### config.mk
export PLATFORM = sky130hd
export DESIGN_NAME = regfile_write_arbiter
export DESIGN_NICKNAME = d
export VERILOG_FILES = /design/src/rtl/regfile_arb_pkg.sv /design/src/rtl/wr_req_fifo.sv /design/src/rtl/regfile_write_arbiter.sv
export SDC_FILE = /design/constraint.sdc
export NUM_CORES = 1
export LEC_CHECK = 0
export BUFFER_PORTS_ARGS = -buffer_cell sky130_fd_sc_hd__buf_2
export CAP_MARGIN = 20
export CORE_ASPECT_RATIO = 0.7
export CORE_MARGIN = 2
export CORE_UTILIZATION = 51
export DETAILED_ROUTE_END_ITERATION = 12
export PLACE_DENSITY = 0.83
export SYNTH_ARGS = -nofsm -noshare
export SYNTH_HDL_FRONTEND = slang
export SYNTH_HIERARCHICAL = 1
export SYNTH_SLANG_ARGS = --single-unit
### constraint.sdc
create_clock -name clock -period 4.22 [get_ports clock]
set_input_delay 1.055 -clock clock [delete_from_list [all_inputs] [get_ports clock]]
set_output_delay 1.055 -clock clock [all_outputs]
set_load 0.01 [all_outputs]
### src/rtl/regfile_arb_pkg.sv
// regfile_arb_pkg: shared widths, zero-register index, write request type and grant encoding
package regfile_arb_pkg;
  localparam int ADDR_W = 5;
  localparam int DATA_W = 64;
  localparam logic [ADDR_W-1:0] ZERO_REG = 5'd31;
  typedef struct packed {
    logic [ADDR_W-1:0] da;
    logic [DATA_W-1:0] d;
  } wr_req_t;
  typedef enum logic {
    GNT_ALU = 1'b0,
    GNT_MEM = 1'b1
  } gnt_e;
endpackage

### src/rtl/wr_req_fifo.sv
// wr_req_fifo: DEPTH-entry write request FIFO; push ignored when full, pop ignored when empty
module wr_req_fifo
  import regfile_arb_pkg::*;
#(
  parameter int DEPTH = 2
) (
  input  logic    clock,
  input  logic    reset,
  input  logic    push,
  input  wr_req_t wdata,
  input  logic    pop,
  output logic    full,
  output logic    empty,
  output wr_req_t head
);
  localparam int AW = $clog2(DEPTH);
  wr_req_t mem_q [DEPTH];
  logic [AW-1:0] wp_q, wp_d, rp_q, rp_d;
  logic [AW:0] cnt_q, cnt_d;
  logic push_ok, pop_ok;
  assign full = cnt_q == (AW+1)'(DEPTH);
  assign empty = cnt_q == '0;
  assign head = mem_q[rp_q];
  always_comb begin
    push_ok = push && !full;
    pop_ok = pop && !empty;
    wp_d = wp_q + AW'(push_ok);
    rp_d = rp_q + AW'(pop_ok);
    cnt_d = cnt_q + (AW+1)'(push_ok) - (AW+1)'(pop_ok);
  end
  always_ff @(posedge clock) begin
    if (reset) begin
      wp_q <= '0;
      rp_q <= '0;
      cnt_q <= '0;
    end else begin
      wp_q <= wp_d;
      rp_q <= rp_d;
      cnt_q <= cnt_d;
    end
  end
  always_ff @(posedge clock) begin
    if (push_ok) mem_q[wp_q] <= wdata;
  end
endmodule

### src/rtl/regfile_write_arbiter.sv
// regfile_write_arbiter: round-robin ALU/load writeback onto one register-file write port; REGFILE_ARB_FWD_EN adds write-through forwarding
module regfile_write_arbiter
  import regfile_arb_pkg::*;
#(
  parameter int DEPTH = 2
) (
  input  logic              clock,
  input  logic              reset,
  input  logic              alu_valid,
  output logic              alu_ready,
  input  logic [ADDR_W-1:0] alu_da,
  input  logic [DATA_W-1:0] alu_d,
  input  logic              mem_valid,
  output logic              mem_ready,
  input  logic [ADDR_W-1:0] mem_da,
  input  logic [DATA_W-1:0] mem_d,
  output logic              rf_w,
  output logic [ADDR_W-1:0] rf_da,
  output logic [DATA_W-1:0] rf_d,
`ifdef REGFILE_ARB_FWD_EN
  input  logic [ADDR_W-1:0] sa,
  input  logic [ADDR_W-1:0] sb,
  input  logic [DATA_W-1:0] rf_a,
  input  logic [DATA_W-1:0] rf_b,
  output logic [DATA_W-1:0] fwd_a,
  output logic [DATA_W-1:0] fwd_b,
`endif
  output logic              idle
);
  wr_req_t alu_head, mem_head, head;
  logic alu_full, alu_empty, mem_full, mem_empty;
  logic req_any, gnt_mem, alu_pop, mem_pop;
  gnt_e last_q, last_d;
  logic rf_w_q, rf_w_d;
  logic [ADDR_W-1:0] rf_da_q, rf_da_d;
  logic [DATA_W-1:0] rf_d_q, rf_d_d;
  assign alu_ready = !reset && !alu_full;
  assign mem_ready = !reset && !mem_full;
  wr_req_fifo #(.DEPTH(DEPTH)) u_alu_fifo (
    .clock(clock), .reset(reset), .push(alu_valid && alu_ready), .wdata('{da: alu_da, d: alu_d}),
    .pop(alu_pop), .full(alu_full), .empty(alu_empty), .head(alu_head)
  );
  wr_req_fifo #(.DEPTH(DEPTH)) u_mem_fifo (
    .clock(clock), .reset(reset), .push(mem_valid && mem_ready), .wdata('{da: mem_da, d: mem_d}),
    .pop(mem_pop), .full(mem_full), .empty(mem_empty), .head(mem_head)
  );
  always_comb begin
    req_any = !alu_empty || !mem_empty;
    gnt_mem = !mem_empty && (alu_empty || last_q == GNT_ALU);
    head = gnt_mem ? mem_head : alu_head;
    alu_pop = req_any && !gnt_mem;
    mem_pop = gnt_mem;
    last_d = req_any ? (gnt_mem ? GNT_MEM : GNT_ALU) : last_q;
    rf_w_d = req_any && head.da != ZERO_REG;
    rf_da_d = rf_w_d ? head.da : rf_da_q;
    rf_d_d = rf_w_d ? head.d : rf_d_q;
  end
  always_ff @(posedge clock) begin
    if (reset) begin
      last_q <= GNT_MEM;
      rf_w_q <= 1'b0;
      rf_da_q <= '0;
      rf_d_q <= '0;
    end else begin
      last_q <= last_d;
      rf_w_q <= rf_w_d;
      rf_da_q <= rf_da_d;
      rf_d_q <= rf_d_d;
    end
  end
  assign rf_w = rf_w_q;
  assign rf_da = rf_da_q;
  assign rf_d = rf_d_q;
  assign idle = alu_empty && mem_empty && !rf_w_q;
`ifdef REGFILE_ARB_FWD_EN
  assign fwd_a = (rf_w_q && rf_da_q == sa && sa != ZERO_REG) ? rf_d_q : rf_a;
  assign fwd_b = (rf_w_q && rf_da_q == sb && sb != ZERO_REG) ? rf_d_q : rf_b;
`endif
endmodule

==> results of run 1 <==
-- metrics by stage --
| stage | utilization | std cells |
|---|---|---|
| CTS | 0.609 | 1546 |
| finish | 0.610 | 1548 |
| floorplan | - | 953 |
| detailed placement | 0.566 | 1486 |
| global route | 0.609 | 1546 |
| global placement | 0.566 | 1486 |
-- critical path, stage by stage (launching register included) --
cell and delay (ns):
dfxtp_1 0.35, nor2_4 0.65, nand2_1 0.19, nor2_1 0.11
buf_2 0.13
-- cell families (layout without fill, tap and decap cells) --
logic type,count (synthesis),after routing,share of synthesized area
flip-flops,355,355,0.683
other,0,2,0
XOR/XNOR,2,2,0.00312
multiplexers,204,204,0.159
adder cells (fa/ha/maj),8,8,0.00693
AND/OR/NAND/NOR,160,160,0.0610
buffers and inverters,80,302,0.0331
AO/OA/AOI/OAI,144,144,0.0538
-- state kept, by name, summed over array words and instances, names as in the netlist --
| name | flops |
|---|---|
| u_mem_fifo/mem_q | 138 |
| u_alu_fifo/wp_q | 1 |
| u_mem_fifo/rp_q | 1 |
| u_mem_fifo/wp_q | 1 |
| rf_w | 1 |
| u_alu_fifo/cnt_q | 2 |
| u_alu_fifo/mem_q | 138 |
| last_q | 1 |
| u_alu_fifo/rp_q | 1 |
| rf_da | 5 |
| u_mem_fifo/cnt_q | 2 |
| rf_d | 64 |
-- power groups by stage --
stage	combinational, W	sequential, W	clock, W
after global routing	0.00412	0.00467	0.00340
final	0.00378	0.00462	0.00321
after floorplan	0.00286	0.00465	0
after CTS	0.00381	0.00462	0.00327
after global placement	0.00373	0.00466	0
after detailed placement	0.00379	0.00469	0
-- synthesized netlist by cell type --
cell type  number
a31oi_2         1
o21a_1          2
buf_1           7
nor2_1         12
edfxtp_1      276
dfxtp_1        79
nand3_1        65
buf_4           2
o21ai_0        65
o21bai_4        1
o22ai_1         5
nand2b_1        4
ha_1            8
inv_1          12
nand2_2         1
mux2_1         45
xnor3_1         2
a21oi_4         1
a211oi_1        5
a21oi_1        64
mux2_2        159
inv_2           2
and3_1          2
buf_6          22
and2_1          4
nor2b_1        69
buf_2           4
clkbuf_1       31
nand2_1         3
-- cell type report --
class / instances / area (sq um) / share of cell area
Clock buffer: 51 / 1070 / 0.0630
Antenna cell: 2 / 5.00 / 0.000295
Inverter: 14 / 52.6 / 0.00310
Tap cell: 371 / 464 / 0.0274
Clock inverter: 9 / 141 / 0.00834
Timing Repair Buffer: 228 / 1180 / 0.0695
Sequential cell: 355 / 9880 / 0.582
Multi-Input combinational cell: 518 / 4170 / 0.246
-- worst min path at each step --
| stage | startpoint | endpoint | slack, ns | cells after the start |
|---|---|---|---|---|
| after floorplan | rf_da[0]$_SDFFE_PP0P_ | rf_da[0]$_SDFFE_PP0P_ | 0.48 | 2 |
| after detailed placement | rf_da[2]$_SDFFE_PP0P_ | rf_da[2]$_SDFFE_PP0P_ | 0.45 | 2 |
| after global routing | rf_da[2]$_SDFFE_PP0P_ | rf_da[2]$_SDFFE_PP0P_ | 0.48 | 2 |
| final | rf_da[2]$_SDFFE_PP0P_ | rf_da[2]$_SDFFE_PP0P_ | 0.46 | 2 |
| after CTS | rf_da[2]$_SDFFE_PP0P_ | rf_da[2]$_SDFFE_PP0P_ | 0.46 | 2 |
| after global placement | rf_da[2]$_SDFFE_PP0P_ | rf_da[2]$_SDFFE_PP0P_ | 0.45 | 2 |
-- per-layer routing --
layer	global-route usage	vias up
li1	-	3938
met4	0.0541	4
met5	0	-
met2	0.325	325
met3	0.0517	35
met1	0.315	4208
==> results by group, run 1 <==
Run status
  – Run status: finished, final reports clean

Synthesis
  – Yosys top cell area share: 0.574
  – Post-synth top area cell: edfxtp_1
  – Count of cell types in the netlist: 29
  – Syn Nets: 1103
  – Syn. warnings: 6
  – Top post-synthesis cells by area: edfxtp_1 (57%), mux2_2 (12%), dfxtp_1 (11%)
  – Synth Instances: 953
  – Synth Area per Inst: 15.2 sq um
  – Seq cells post-synth: 355
  – Syn Std Cell Area: 0.0144 sq mm
  – Sequential fraction of the synthesis area: 0.683

Clocking
  – Clock Tree Buf Depth: 3
  – TritonCTS clock tree: done
  – H-tree levels: 2
  – CTS root buf: clkbuf_16
  – Quantity of gates resized following cts: 0
  – Clk_lat worst skew: 0.51 ns
  – Cts bufs inserted: 34
  – Reg clk slew, reported paths: 0.06 ns
  – Hold_buf cts: 0
  – CTS sink cnt: 355
  – Setup bufs post-CTS: 0

Hold path
  – Hold WC Path Type: flip-flop to flip-flop

Cells and area
  – P&R area growth vs syn: 17.4%
  – Fin nets: 1301
  – Most frequent cells in the layout: edfxtp_1 (276), buf_2 (213), mux2_2 (159), dfxtp_1 (77), nor2b_1 (68)
  – Fill count: 2141
  – Share of post-route cells with drive strength above 1: 0.386
  – Final Cell Area: 0.0170 sq mm
  – Commonest non-fill, non-tap cell in the layout: edfxtp_1

Critical path
  – Crit-path max FO: 32
  – Crit. Startpoint: u_mem_fifo/cnt_q[1]$_SDFF_PP0_
  – Reg2Reg Capture Point: rf_d[36]$_SDFFE_PP0P_
  – Worst flop-to-flop path startpoint: u_alu_fifo/rp_q$_SDFF_PP0_
  – Crit path capture type: primary output
  – Worst endpoint required time: 3.16 ns
  – Critical path arrival: 1.95 ns
  – Critical path launch point type: flip-flop
  – FF-to-FF path depth: 6
  – Crit path to: idle
  – Reg-to-reg setup timing slack: 1.40 ns
  – CP Class: flip-flop to primary output

STA
  – Final Max Tran Viols: 0
  – Setup ws final: 1.22 ns
  – Fin Hold WS: 0.461 ns
  – Setup_tns: 0 ns
  – Final worst-path cycle share: 0.711
  – Max_slew headroom: 0.271
  – RSZ-0062 raised after global routing: false
  – Fin Clk Skew: 0.0167 ns
  – Actual slew at the worst max-slew pin: 1.09 ns
  – F_max: 333 MHz
  – Tmin final: 3.00 ns
  – Final setup fails: 0
  – Final count of hold timing violations: 0

Route
  – Met2 WL: 14300 microns
  – # DRC: 0
  – Metal3 WL: 2610 microns
  – Via density: 5.50
  – Antenna-violating nets left: 0
  – Detailed-route via count: 8510
  – Final WL: 32000 microns
  – DR WL/cell: 20.7 microns
  – Top sig layer: met5
  – Met1 Wirelength: 14600 microns
  – Initial DRC count: 799
  – Drt first pass iters: 5

Power
  – Internal power: 0.00789 W
  – Sw Ratio: 0.320
  – Power Density: 684 mW/mm^2
  – Comb power frac: 0.326
  – Reg power frac: 0.398
  – Clock share of power: 0.276
  – Tot Pwr: 0.0116 W
  – Worst IR drop on VDD: 0.466 mV
  – Leak Pwr: 6.31 nW
  – Sw power: 0.00371 W

Floorplan
  – Core Footprint: 0.0278 sq mm
  – Die width: 205 microns
  – Die Height: 145 microns
  – IO Pins: 215
  – Standard-cell row count: 51
  – Full die area: 0.0297 sq mm
  – Initial core utilization: 0.519

Placement
  – DP Area: 0.0157 sq mm
  – HPWL after detailed placement: 20000 microns
  – Port Buffers: 214
  – Routability cong.: 0.776
  – DP Worst Slack: 1.12 ns

GRT
  – Initial antenna violation count: 3
  – GR Overflow Total: 0
  – Number of global-route vias before repair: 8522
  – Global-route wire length before repair: 48100 microns
  – Total track usage: 0.215
  – Largest net degree at the start of global routing: 94

Job
  – Max_cap viols: 0
No activity file was read; power rests on OpenSTA's default activity.
==> run 2, diff against run 1 <==
ABC_AREA = 1   (was not set)
CORE_UTILIZATION = 55   (was 51)
PLACE_DENSITY = 0.85   (was 0.83)
clock period = 2.95 ns   (was 4.22 ns; I/O delays follow)
==> run 2 against run 1 <==
Non-clock buffer count is 12 higher. Routed wire length is 4.8% higher. Clock power is 39% higher. First-iteration DRC count is 15% lower. Sequential share of layout area is 2.2 points lower. Clock skew is 0.00097 ns lower. Flip-flop and latch count stayed put. Combinational power is 86% higher. Via count is 10% higher. Critical path type is now flip-flop to flip-flop. Largest cell class unchanged.
==> results by group, run 2 <==
Floorplan
  – Initial core utilization: 0.562
  – Die width: 202 microns
  – Core Footprint: 0.0268 sq mm
  – IO Pins: 215
  – Full die area: 0.0288 sq mm
  – Die Height: 143 microns
  – Standard-cell row count: 50

GRT
  – Number of global-route vias before repair: 9144
  – Largest net degree at the start of global routing: 44
  – Total track usage: 0.231
  – GR Overflow Total: 0
  – Global-route wire length before repair: 50500 microns
  – Initial antenna violation count: 8

Route
  – Initial DRC count: 676
  – DR WL/cell: 18.6 microns
  – # DRC: 0
  – Via density: 5.18
  – Drt first pass iters: 5
  – Antenna-violating nets left: 0
  – Detailed-route via count: 9360
  – Final WL: 33600 microns

Cells and area
  – Share of post-route cells with drive strength above 1: 0.315
  – Most frequent cells in the layout: nand2_1 (287), edfxtp_1 (276), buf_2 (214), nor2_1 (160), mux2_4 (136)
  – Fill count: 1894
  – Commonest non-fill, non-tap cell in the layout: nand2_1
  – Fin nets: 1560
  – Post-Layout Cell Count: 1808
  – Footprint of the multi-input gates: 0.00438 sq mm
  – Final Cell Area: 0.0176 sq mm
  – Register area: 0.00988 sq mm
  – P&R area growth vs syn: 16.9%
  – Fin util: 0.656

Synthesis
  – Synth async-reset ratio: 0
  – Syn. warnings: 6
  – Mux contribution to synthesized area: 0.137
  – Syn Nets: 1342
  – Most used DFF post-synth: edfxtp_1
  – Synth Area per Inst: 12.6 sq um
  – Area fraction in compound gates after synthesis: 0.00299
  – Top cell types by occurrence after synthesis: nand2_1 (289), edfxtp_1 (276), nor2_1 (160)
  – Sequential fraction of the synthesis area: 0.655
  – Seq cells post-synth: 355
  – Adder-Cell Fraction of Synth Area: 0.00664
  – Yosys top cell area share: 0.550
  – Top post-synthesis cells by area: edfxtp_1 (55%), mux2_4 (14%), dfxtp_1 (10%)
  – Synth Area in XOR/XNOR: 0
  – Simple-Gate Fraction of Synth Area: 0.140
  – Count leader, synth: nand2_1
  – Count of cell types in the netlist: 25
  – Syn Std Cell Area: 0.0151 sq mm
  – Synth Instances: 1192
  – Post-synth top area cell: edfxtp_1
  – Largest family of logic cells by synthesized area: simple AND/OR/NAND/NOR gates
  – Post-synth EDFFs: 276

Critical path
  – Crit path capture type: flip-flop
  – WP depth: 12
  – CP max-delay cell: nor2_4
  – CP bufs+invs: 2
  – Reg-to-reg setup timing slack: 0.29 ns
  – Crit-path most repeated cell: nor2_1
  – Worst flop-to-flop path startpoint: u_alu_fifo/cnt_q[0]$_SDFF_PP0_
  – Critical path arrival: 3.12 ns
  – Top delay family on crit path: simple AND/OR/NAND/NOR gates
  – Worst endpoint required time: 3.41 ns
  – Max stage delay on crit path: 0.60 ns
  – Crit. Startpoint: u_alu_fifo/cnt_q[0]$_SDFF_PP0_
  – CP Class: flip-flop to flip-flop
  – FF-to-FF path depth: 12
  – Crit-path max FO: 43
  – Reg2Reg Capture Point: rf_d[62]$_SDFFE_PP0P_
  – Critical path launch point type: flip-flop
  – Critical path, cell by cell: nor2_1 -> inv_2 -> nand2_2 -> nand2_4 -> nand2_1 -> nand2_1 -> nand3_1 -> nor2_2 -> nor2_4 -> buf_12 -> nor2_1 -> nor2_1
  – Crit path to: rf_d[62]$_SDFFE_PP0P_

Power
  – Sw power: 0.00653 W
  – Sw Ratio: 0.359
  – Internal power: 0.0117 W
  – Clock share of power: 0.245
  – Worst IR drop on VDD: 0.692 mV
  – Power Density: 1030 mW/mm^2
  – Reg power frac: 0.368
  – Leak Pwr: 7.60 nW
  – Comb power frac: 0.387

STA
  – F_max: 376 MHz
  – Max_slew headroom: 0.477
  – Final setup fails: 0
  – Final count of hold timing violations: 0
  – Tmin final: 2.66 ns
  – Final worst-path cycle share: 0.903
  – RSZ-0062 raised after global routing: false
  – Fin Clk Skew: 0.0157 ns
  – Actual slew at the worst max-slew pin: 0.782 ns
  – Fin Hold WS: 0.393 ns
  – Setup ws final: 0.287 ns
  – Final Max Tran Viols: 0

Run status
  – Run status: finished, final reports clean

Placement
  – HPWL after detailed placement: 22200 microns
  – DP Area: 0.0165 sq mm
  – Port Buffers: 214
  – # placed instances: 1737
  – DP Worst Slack: 0.360 ns
  – Routability cong.: 0.836

Hold path
  – Hold WC Path Type: input pin to flip-flop

Clocking
  – Hold_buf cts: 0
  – Setup bufs post-CTS: 0
  – TritonCTS clock tree: done
  – CTS sink cnt: 355
  – CTS root buf: clkbuf_16
  – Cts bufs inserted: 35
  – Clk_lat worst skew: 0.53 ns
  – Clock Tree Buf Depth: 3
  – H-tree levels: 2
  – Quantity of gates resized following cts: 0
  – Reg clk slew, reported paths: 0.07 ns

Job
  – Max_cap viols: 0
run 2: cell count changes after synthesis, sizes merged, moves of 9 or more:
cell and delta:
nand2 +287, inv +78, o21ai -59, nand3 +9
mux2 -66, a21oi -62, nor2b -69, buf +9
nor2 +150, clkbuf -16
run 2: per-layer routing:
metal | track usage | part of all wire | up-vias
met5 | 0 | 0.00077 | -
met4 | 0.0782 | 0.019 | 4
met3 | 0.0490 | 0.078 | 50
met2 | 0.395 | 0.50 | 393
met1 | 0.296 | 0.41 | 4482
li1 | - | - | 4431
run 2: logic make-up after synthesis:
kind of cell,Yosys count
compound gates,9
buf+inv,152
fa+ha+maj,8
mux,138
flops,355
simple gates,530
run 2: worst min-delay path by stage:
| stage | from | end | slack, ns | depth (start not counted) |
|---|---|---|---|---|
| floorplan | last_q$_SDFFE_PP1P_ | last_q$_SDFFE_PP1P_ | 0.44 | 2 |
| global placement | rf_da[3]$_SDFFE_PP0P_ | rf_da[3]$_SDFFE_PP0P_ | 0.46 | 2 |
| detailed placement | rf_d[8]$_SDFFE_PP0P_ | rf_d[8]$_SDFFE_PP0P_ | 0.47 | 2 |
| CTS | alu_d[27] | u_alu_fifo/mem_q[1][27]$_DFFE_PP_ | 0.37 | 1 |
| global route | mem_d[16] | u_mem_fifo/mem_q[1][16]$_DFFE_PP_ | 0.37 | 1 |
| finish | mem_d[4] | u_mem_fifo/mem_q[0][4]$_DFFE_PP_ | 0.39 | 1 |
run 2: cell type report:
class,instances,share of cell area
diodes,7,0.000994
clock buffers,41,0.0527
clock inverters,23,0.0124
inverters,93,0.0198
multi-input cells,685,0.249
flip-flops and latches,355,0.561
well taps,364,0.0259
repair buffers,240,0.0790
run 2: power by group through the flow:
stage / combinational [W] / sequential (W) / clock, W
after floorplan: 0.00527 / 0.00685 / 0
after detailed placement: 0.00699 / 0.00680 / 0
after global routing: 0.00779 / 0.00676 / 0.00472
after CTS: 0.00707 / 0.00670 / 0.00454
final: 0.00703 / 0.00669 / 0.00446
after global placement: 0.00675 / 0.00674 / 0
run 2: worst reg2reg max path: stages (launching register included):
cell and delay, ns:
dfxtp_1 0.35, nor2_1 0.35, inv_2 0.06, nand2_2 0.11, nand2_4 0.16, nand2_1 0.11
nand2_1 0.09, nand3_1 0.15, nor2_2 0.07, nor2_4 0.60, buf_12 0.31, nor2_1 0.14
nor2_1 0.10
run 2: per-stage QoR:
step           setup TNS, ns  power (W)
2_1_floorplan         -71.51     0.0121
3_3_place_gp               0     0.0135
3_5_place_dp               0     0.0138
4_1_cts                    0     0.0183
5_1_grt                    0     0.0193
6_report                   0     0.0182
==> run 3, diff against run 2 <==
CELL_PAD_IN_SITES_DETAIL_PLACEMENT = 1   (was not set)
CELL_PAD_IN_SITES_GLOBAL_PLACEMENT = 1   (was not set)
CORE_UTILIZATION = 46   (was 55)
PLACE_DENSITY = 0.87   (was 0.85)
==> run 3 against run 2 <==
Power increased by 2.8%. Global-route usage decreased by 0.61 points. Utilization decreased by 11 points. Clock power increased by 4%. Sequential share of layout area decreased by 0.36 points. Non-clock buffer count increased by 2. Worst setup slack got worse by 0.0054 ns. Die area increased by 19%. Flip-flop and latch count unchanged. Routed wire length increased by 15%. Largest power group unchanged.
==> results by group, run 3 (synthesized netlist as in run 2, its figures left out) <==
Run status
  – Run status: finished, final reports clean

GRT
  – Total track usage: 0.225
  – GR Overflow Total: 0
  – Global-route wire length before repair: 57500 microns
  – M1 GR Usage: 0.273
  – Initial antenna violation count: 4
  – Grt met2 use: 0.405
  – GRT met3 Usage: 0.0420
  – Number of global-route vias before repair: 10200
  – Largest net degree at the start of global routing: 53
  – Most Crowded Layer GR: met2

STA
  – Max_slew headroom: 0.613
  – Fin Clk Skew: 0.0197 ns
  – Setup ws final: 0.282 ns
  – Final Max Tran Viols: 0
  – Final setup fails: 0
  – Final worst-path cycle share: 0.905
  – Tmin final: 2.67 ns
  – RSZ-0062 raised after global routing: false
  – Final count of hold timing violations: 0
  – F_max: 375 MHz
  – Fin Hold WS: 0.398 ns
  – Actual slew at the worst max-slew pin: 0.580 ns

Power
  – Power Density: 1050 mW/mm^2
  – Leak Pwr: 7.64 nW
  – Worst IR drop on VDD: 0.725 mV

Cells and area
  – P&R area growth vs syn: 17.6%
  – Most frequent cells in the layout: nand2_1 (287), edfxtp_1 (276), buf_2 (214), nor2_1 (160), mux2_4 (136)
  – Fin nets: 1565
  – Commonest non-fill, non-tap cell in the layout: nand2_1
  – Share of post-route cells with drive strength above 1: 0.312

Floorplan
  – Die Height: 155 microns
  – Standard-cell row count: 55
  – IO Pins: 215
  – Core Footprint: 0.0323 sq mm
  – Die width: 220 microns
  – Full die area: 0.0343 sq mm
  – Initial core utilization: 0.467

Clocking
  – Reg clk slew, reported paths: 0.06 ns
  – Hold_buf cts: 0
  – Clock Tree Buf Depth: 3
  – Quantity of gates resized following cts: 0
  – Clk_lat worst skew: 0.53 ns
  – Setup bufs post-CTS: 0
  – TritonCTS clock tree: done
  – CTS sink cnt: 355
  – CTS root buf: clkbuf_16
  – Cts bufs inserted: 38
  – H-tree levels: 2

Route
  – Antenna-violating nets left: 0
  – Detailed-route via count: 9499
  – Drt first pass iters: 5
  – Final WL: 38500 microns
  – Initial DRC count: 560
  – # DRC: 0
  – DR WL/cell: 20.5 microns
  – Via density: 5.07

Critical path
  – Critical path arrival: 3.11 ns
  – Crit path capture type: flip-flop
  – Crit-path max FO: 31
  – Worst endpoint required time: 3.39 ns
  – CP Class: flip-flop to flip-flop
  – Critical path launch point type: flip-flop

Hold path
  – Hold WC Path Type: input pin to flip-flop

Placement
  – Routability cong.: 0.772
  – DP Worst Slack: 0.266 ns
  – Port Buffers: 214
  – HPWL after detailed placement: 24800 microns

Job
  – Max_cap viols: 0
[run 3: critical path: stages (launching register included)]
cell	delay, ns
dfxtp_1	0.36
nor2_1	0.33
inv_2	0.13
nand2_4	0.17
buf_4	0.37
o21ai_1	0.16
nor2_1	0.20
nand2_4	0.29
buf_12	0.26
nand3_1	0.08
nand2_1	0.06
nor2_1	0.15
[run 3: metrics by stage]
step / utilization / TNS [ns] / cell area [sq um] / instances / total power, W
after global placement: 0.512 / 0 / 16500 / 1802 / 0.0137
final: 0.549 / 0 / 17700 / 1874 / 0.0187
after CTS: 0.549 / 0 / 17700 / 1872 / 0.0189
after detailed placement: 0.512 / 0 / 16500 / 1802 / 0.0142
after global routing: 0.549 / 0 / 17700 / 1874 / 0.0199
after floorplan: - / -71.51 / 15100 / 1192 / 0.0121
[run 3: layer usage]
metal / vias to the layer above / part of all wire
li1: 4437 / -
met5: - / 0.00039
met2: 238 / 0.52
met1: 4750 / 0.40
met3: 72 / 0.050
met4: 2 / 0.022
[run 3: area by class of cell]
| type | count | area, sq um |
|---|---|---|
| Timing Repair Buffer | 242 | 1370 |
| Sequential cell | 355 | 9880 |
| Antenna cell | 2 | 5.00 |
| Tap cell | 427 | 534 |
| Clock buffer | 61 | 1160 |
| Multi-Input combinational cell | 685 | 4390 |
| Fill cell | 3382 | 14500 |
| Clock inverter | 9 | 48.8 |
| Inverter | 93 | 352 |
[run 3: path summary, 6_finish.rpt]
kind | start | cells past startpoint | slack (ns) | end
max | u_mem_fifo/cnt_q[0]$_SDFF_PP0_ | 11 | 0.28 | rf_d[37]$_SDFFE_PP0P_
min | mem_da[3] | 1 | 0.40 | u_mem_fifo/mem_q[0][67]$_DFFE_PP_
max reg2reg | u_mem_fifo/cnt_q[0]$_SDFF_PP0_ | 11 | 0.28 | rf_d[37]$_SDFFE_PP0P_
min reg2reg | rf_d[24]$_SDFFE_PP0P_ | 2 | 0.48 | rf_d[24]$_SDFFE_PP0P_
[run 3: power breakdown]
| part | internal [W] | total [W] | switching (W) |
|---|---|---|---|
| combinational | 0.00280 | 0.00736 | 0.00456 |
| clock | 0.00270 | 0.00462 | 0.00192 |
| sequential | 0.00632 | 0.00671 | 0.000392 |
| total | 0.0118 | 0.0187 | 0.00687 |
